==> src/rtl/riscv_pkg.sv <==
// Shared RISC-V encoding definitions: instruction format codes, the canonical
// NOP word, the encoder's handshake state encoding, the field bundle struct and
// an immediate-range helper. The core's decode stage imports this package too.
package riscv_pkg;

  typedef enum logic [2:0] {
    TYPE_R = 3'd0,
    TYPE_I = 3'd1,
    TYPE_S = 3'd2,
    TYPE_B = 3'd3,
    TYPE_U = 3'd4,
    TYPE_J = 3'd5
  } instr_type_e;

  // addi x0, x0, 0
  localparam logic [31:0] NOP = 32'h0000_0013;

  typedef enum logic {
    ST_EMPTY = 1'b0,
    ST_FULL  = 1'b1
  } enc_state_e;

  typedef struct packed {
    logic [2:0]  itype;
    logic [6:0]  opcode;
    logic [4:0]  rd;
    logic [4:0]  rs1;
    logic [4:0]  rs2;
    logic [2:0]  funct3;
    logic [6:0]  funct7;
    logic [31:0] imm;
  } instr_fields_t;

  // True when imm[31:msb] are all equal, i.e. imm is a sign-extended
  // (msb+1)-bit value. Called with constant msb, so it folds to a mask compare.
  function automatic logic sext_fits(input logic [31:0] imm, input int msb);
    logic [31:0] m;
    m = 32'hFFFF_FFFF << msb;
    return ((imm & m) == 32'h0) || ((imm & m) == m);
  endfunction

endpackage

==> src/rtl/instr_pack.sv <==
// Combinational field packer: builds the 32-bit RISC-V word for one field
// bundle and flags immediates that do not fit the selected format.
//   fields : input bundle (type, opcode, registers, functs, immediate)
//   instr  : encoded word (NOP for illegal types)
//   err    : encoding check failed
module instr_pack
  import riscv_pkg::*;
(
  input  instr_fields_t fields,
  output logic [31:0]   instr,
  output logic          err
);

  logic [31:0] imm;
  assign imm = fields.imm;

  always_comb begin
    instr = NOP;
    err   = 1'b1;
    case (fields.itype)
      TYPE_R: begin
        instr = {fields.funct7, fields.rs2, fields.rs1, fields.funct3, fields.rd, fields.opcode};
        err   = 1'b0;
      end
      TYPE_I: begin
        instr = {imm[11:0], fields.rs1, fields.funct3, fields.rd, fields.opcode};
        err   = !sext_fits(imm, 11);
      end
      TYPE_S: begin
        instr = {imm[11:5], fields.rs2, fields.rs1, fields.funct3, imm[4:0], fields.opcode};
        err   = !sext_fits(imm, 11);
      end
      TYPE_B: begin
        instr = {imm[12], imm[10:5], fields.rs2, fields.rs1, fields.funct3,
                 imm[4:1], imm[11], fields.opcode};
        err   = imm[0] || !sext_fits(imm, 12);
      end
      TYPE_U: begin
        instr = {imm[31:12], fields.rd, fields.opcode};
        err   = |imm[11:0];
      end
      TYPE_J: begin
        // J offset is unsigned 21-bit here: anything above bit 20 is an error.
        instr = {imm[20], imm[10:1], imm[11], imm[19:12], fields.rd, fields.opcode};
        err   = imm[0] || (|imm[31:21]);
      end
      default: begin
        instr = NOP;
        err   = 1'b1;
      end
    endcase
  end

endmodule

==> src/rtl/instr_encoder.sv <==
// Instruction encoder: one-deep valid/ready stage around instr_pack, plus an
// output byte-address counter and a saturating error counter.
//   clk, rst_n          : clock, async active-low reset
//   in_valid/in_ready   : field bundle handshake
//   instr_type..imm     : field bundle
//   out_valid/out_ready : encoded word handshake
//   instr, out_addr     : encoded word and its byte address
//   out_err             : current word failed encoding checks
//   load, load_addr     : reload the address counter (word aligned)
//   err_cnt             : erroneous words emitted, saturating at 255
module instr_encoder
  import riscv_pkg::*;
(
  input  logic        clk,
  input  logic        rst_n,
  input  logic        in_valid,
  output logic        in_ready,
  input  logic [2:0]  instr_type,
  input  logic [6:0]  opcode,
  input  logic [4:0]  rd,
  input  logic [4:0]  rs1,
  input  logic [4:0]  rs2,
  input  logic [2:0]  funct3,
  input  logic [6:0]  funct7,
  input  logic [31:0] imm,
  output logic        out_valid,
  input  logic        out_ready,
  output logic [31:0] instr,
  output logic [31:0] out_addr,
  output logic        out_err,
  input  logic        load,
  input  logic [31:0] load_addr,
  output logic [7:0]  err_cnt
);

  enc_state_e    state, state_nxt;
  instr_fields_t fields;
  logic [31:0]   pk_instr;
  logic          pk_err;
  logic          in_hs, out_hs;

  assign fields = '{itype: instr_type, opcode: opcode, rd: rd, rs1: rs1, rs2: rs2,
                    funct3: funct3, funct7: funct7, imm: imm};

  instr_pack u_pack (
    .fields (fields),
    .instr  (pk_instr),
    .err    (pk_err)
  );

  assign out_valid = (state == ST_FULL);
  // Refill in the same cycle the word drains: no bubbles when streaming.
  assign in_ready  = !out_valid || out_ready;
  assign in_hs     = in_valid && in_ready;
  assign out_hs    = out_valid && out_ready;

  always_ff @(posedge clk or negedge rst_n) begin
    if (!rst_n) state <= ST_EMPTY;
    else        state <= state_nxt;
  end

  always_comb begin
    state_nxt = state;
    case (state)
      ST_EMPTY: if (in_hs)            state_nxt = ST_FULL;
      ST_FULL:  if (out_hs && !in_hs) state_nxt = ST_EMPTY;
      default:                        state_nxt = ST_EMPTY;
    endcase
  end

  // Word registers only load on an input handshake, which cannot happen while
  // stalled, so instr/out_err hold under backpressure.
  always_ff @(posedge clk or negedge rst_n) begin
    if (!rst_n) begin
      instr   <= '0;
      out_err <= 1'b0;
    end else if (in_hs) begin
      instr   <= pk_instr;
      out_err <= pk_err;
    end
  end

  // load takes priority; a word transferring on the load cycle has already
  // been seen with the old address.
  always_ff @(posedge clk or negedge rst_n) begin
    if (!rst_n)      out_addr <= '0;
    else if (load)   out_addr <= load_addr & 32'hFFFF_FFFC;
    else if (out_hs) out_addr <= out_addr + 32'd4;
  end

  always_ff @(posedge clk or negedge rst_n) begin
    if (!rst_n)                                     err_cnt <= '0;
    else if (out_hs && out_err && err_cnt != 8'hFF) err_cnt <= err_cnt + 8'd1;
  end

endmodule

==> config.mk <==
export PLATFORM = sky130hd
export DESIGN_NAME = instr_encoder
export DESIGN_NICKNAME = d
export VERILOG_FILES = /design/src/rtl/riscv_pkg.sv /design/src/rtl/instr_pack.sv /design/src/rtl/instr_encoder.sv
export SDC_FILE = /design/constraint.sdc
export NUM_CORES = 1
export LEC_CHECK = 0
export CORE_MARGIN = 4
export CORE_UTILIZATION = 47
export CTS_BUF_LIST = sky130_fd_sc_hd__clkbuf_4 sky130_fd_sc_hd__clkbuf_8
export DETAILED_ROUTE_END_ITERATION = 12
export HOLD_SLACK_MARGIN = 0.02
export PLACE_DENSITY = 0.95
export SETUP_SLACK_MARGIN = 0.02
export SYNTH_ARGS = -nofsm -noshare
export SYNTH_HDL_FRONTEND = slang
export SYNTH_SLANG_ARGS = --single-unit
export TNS_END_PERCENT = 10
==> constraint.sdc <==
create_clock -name clk -period 4.7 [get_ports clk]
set_clock_uncertainty 0.05 [all_clocks]
set_input_delay 0.47 -clock clk [delete_from_list [all_inputs] [get_ports clk]]
set_output_delay 0.47 -clock clk [all_outputs]
set_load 0.005 [all_outputs]
==> impl_metrics.toml <==
[run_status]
status = "complete, no violations"

[clock_tree]
postCtsSetupBuffers = 0
clock-root-buffer = "clkbuf_8"
cts-resized-gates = 0
insertion_delay_ns = 0.35
cts.clk_slew.worst_paths_ns = 0.07
hold_buffers = 0
clock_tree.htree_level_count = 3
cts.path.max_buffers = 2
cts_buffers = 9
cts_sinks = 72
tritoncts = "yes"

[global_route]
grt_pass1_wl_um = 20800
grt_overflow = 0
grt_pass1_vias = 4106
antenna_found_initial = 0
grt_usage_pct = 26.1
use_met3_pct = 8.20
grt_max_degree = 73
grt_use_met2_pct = 43.4
use_met1_pct = 32.1
busiest_layer = "met2"

[pwr]
irDropWorstVdd_mv = 0.176
power_density_mw_per_mm2 = 314
cellLeakagePower_nw = 2.36
clkPwrFrac_pct = 29.9
seq_power_share_pct = 42.5
p_int_mw = 1.34
p_sw_share_pct = 28.5
p_sw_mw = 0.535
combPwrFrac_pct = 27.6

[synth]
yosys-top-cells-area = "dfrtp_1, nand2_1, a221oi_1, nor2_1, xor2_1"
ys_seq_area_share_pct = 45.1
synth-edff-count = 0
syn_area_mm2 = 0.00399
yosys_warnings = 0
syn_inst = 441
synth-seq-cells = 72
yosysUniqueCellTypes = 46
async_reset_ff_share_pct = 100
syn_area_per_cell_um2 = 9.05
yosysTopAreaCellShare_pct = 45.1
synth_area_leader_cell = "dfrtp_1"
synthFlopType = "dfrtp_1"

[worst_setup_path]
critical_path.cell_chain = "clkdlybuf4s50_1 -> nor2b_1 -> o21ai_0 -> o21ai_0 -> o21ai_1 -> a31oi_1"
cp_num_buf_inv = 1
criticalPathCategory = "in2reg"
cp-start-kind = "input port"
cpPeakStageDelay_ns = 0.94
crit_start = "instr_type[1]"
worstPathArrival_ns = 2.72
end_kind = "register"
cpMaxStageDelayCell = "nor2b_1"
critical_path.max_fanout = 16
cp_top_family = "simple AND/OR/NAND/NOR gates"
rr_worst_depth = 4
critPathRequiredTime_ns = 4.92
crit_top_cell = "o21ai_0"
regToRegEndpoint = "instr[6]"
reg2reg_from = "out_valid"
regToRegSetupSlack_ns = 2.47

[sta]
fin_setup_tns_ns = 0
max_freq_mhz = 400
hold_violations = 0
rsz0062_at_grt = "no"
worst_hold_slack_ns = 0.197
slew_headroom_pct = 30.2
min_period_ns = 2.50
final.period_utilization_pct = 53.2
tightest_slew_ns = 1.05
setup_violations = 0
drv_slew = 0

[route]
wire_per_inst_um = 18.4
dr.pass1.iters = 5
via_per_inst = 5.81
wirelength_um = 13100
ant_nets = 0
drc_errors = 0
via_count = 4129
drtIter0Drc = 164

[job]
drv_cap = 0

[final_layout]
syn2layout_area_growth_pct = 49.7
drive_above_1_share_pct = 5.28
nets = 707
multi_input_area_mm2 = 0.00204
seqCellArea_mm2 = 0.00180
stdcell_count = 711
fin_util_pct = 72.4
design_area_mm2 = 0.00598
n_antenna_cell = 0
nFillCells = 612

[placed_design]
dp_hpwl_um = 9860
dpl.cell_count = 695
gp_congestion = 0.901
port_buffers = 174
place_area_mm2 = 0.00575

[floorplanning]
die_w_um = 100
rows = 33
fp.coreArea_mm2 = 0.00826
io_pins = 179
start_util_pct = 48.3
die_height_um = 100
dieArea_mm2 = 0.0100

[hold_path]
min_path_type = "in2async"
[power by group through the flow]
stage	clock, mW	sequential, mW	combinational, mW
after floorplan	0	0.798	0.178
after global placement	0	0.800	0.501
after detailed placement	0	0.806	0.519
after CTS	0.564	0.796	0.522
after global routing	0.590	0.811	0.563
final	0.561	0.797	0.518
[logic make-up after synthesis]
logic type                 count (synthesis)  share of synthesized area, %
muxes                                     12                          3.10
and+or+nand+nor                          192                          24.4
buffers and inverters                     35                          3.79
other                                      1                        0.0940
xor gates and xnor gates                  33                          7.24
DFF                                       72                          45.1
adders and majority gates                  2                         0.627
AOI/OAI and AO/OA                         94                          15.6
[layer usage]
layer  up-vias  routed length [µm]
met4         0                 293
met5         -                   0
li1       1896                   -
met2       267                6380
met3        36                1490
met1      1930                4930
[flip-flops by register name (all words and copies together), names as in the netlist]
| name | flops |
|---|---|
| out_addr | 30 |
| instr | 32 |
| out_valid | 1 |
| out_err | 1 |
| err_cnt | 8 |
[layout make-up]
cell class | instances | area share [%]
repair buffers | 176 | 29.3
inverters | 7 | 0.440
multi-input cells | 335 | 34.2
flip-flops and latches | 72 | 30.2
clock buffers | 11 | 2.43
well taps | 105 | 2.20
clock inverters | 5 | 1.34
[worst reg2reg max path, cell delays in order, from the launching register on]
cell      delay (ns)
dfrtp_1         0.47
nand2b_1        0.18
nand2_1         0.60
a21oi_1         0.65
a22o_1          0.21
[synth_stat cells (2+ instances only)]
cell,n
nor4_1,6
nand3_1,13
clkbuf_1,17
a221oi_1,23
xnor2_1,15
o21ai_1,13
inv_1,7
mux2_2,3
o21ai_0,29
nor2b_1,11
nand4_2,2
mux2i_1,9
nand2b_1,3
nor4_2,2
a21oi_1,9
and4_1,3
buf_2,7
buf_4,3
or4_1,4
o22a_1,3
nand2_1,57
a22o_1,5
or3_1,2
and3_1,8
nor2_1,50
nand3_2,2
nor3_1,7
ha_1,2
a22oi_1,3
dfrtp_1,72
a31oi_1,3
xor2_1,18
and2_1,2
nand4_1,16
[per-stage QoR]
step	total power, mW	worst slack [ns]
after floorplan	0.977	2.95
after global placement	1.30	1.92
after detailed placement	1.33	1.86
after CTS	1.88	2.21
after global routing	1.96	2.00
final	1.88	2.20
[worst max path at each step]
| stage | endpoint | slack (ns) | cells past startpoint |
|---|---|---|---|
| after global placement | instr[3] | 1.92 | 5 |
| after floorplan | out_err | 2.95 | 5 |
| after detailed placement | instr[6] | 1.86 | 5 |
| after CTS | instr[6] | 2.21 | 5 |
| after global routing | instr[2] | 2.00 | 5 |
| final | out_err | 2.20 | 6 |
[cells in the final DEF, fill, tap and decap left out, drive strengths merged, types with 2 or more instances in the layout]
master,count
clkdlybuf4s50,172
dfrtp,72
nand2,57
nor2,50
o21ai,42
a221oi,23
xor2,18
nand4,18
xnor2,15
nand3,15
nor2b,11
clkbuf,11
mux2i,9
a21oi,9
nor4,9
and3,8
nor3,7
inv,7
a22o,5
or4,4
a31oi,4
buf,4
nand2b,3
and4,3
a22oi,3
mux2,3
o22a,3
and2,2
or3,2
ha,2
conb,2
clkinvlp,2
bufinv,2
or2,2
No activity file was read; power rests on OpenSTA's default activity.
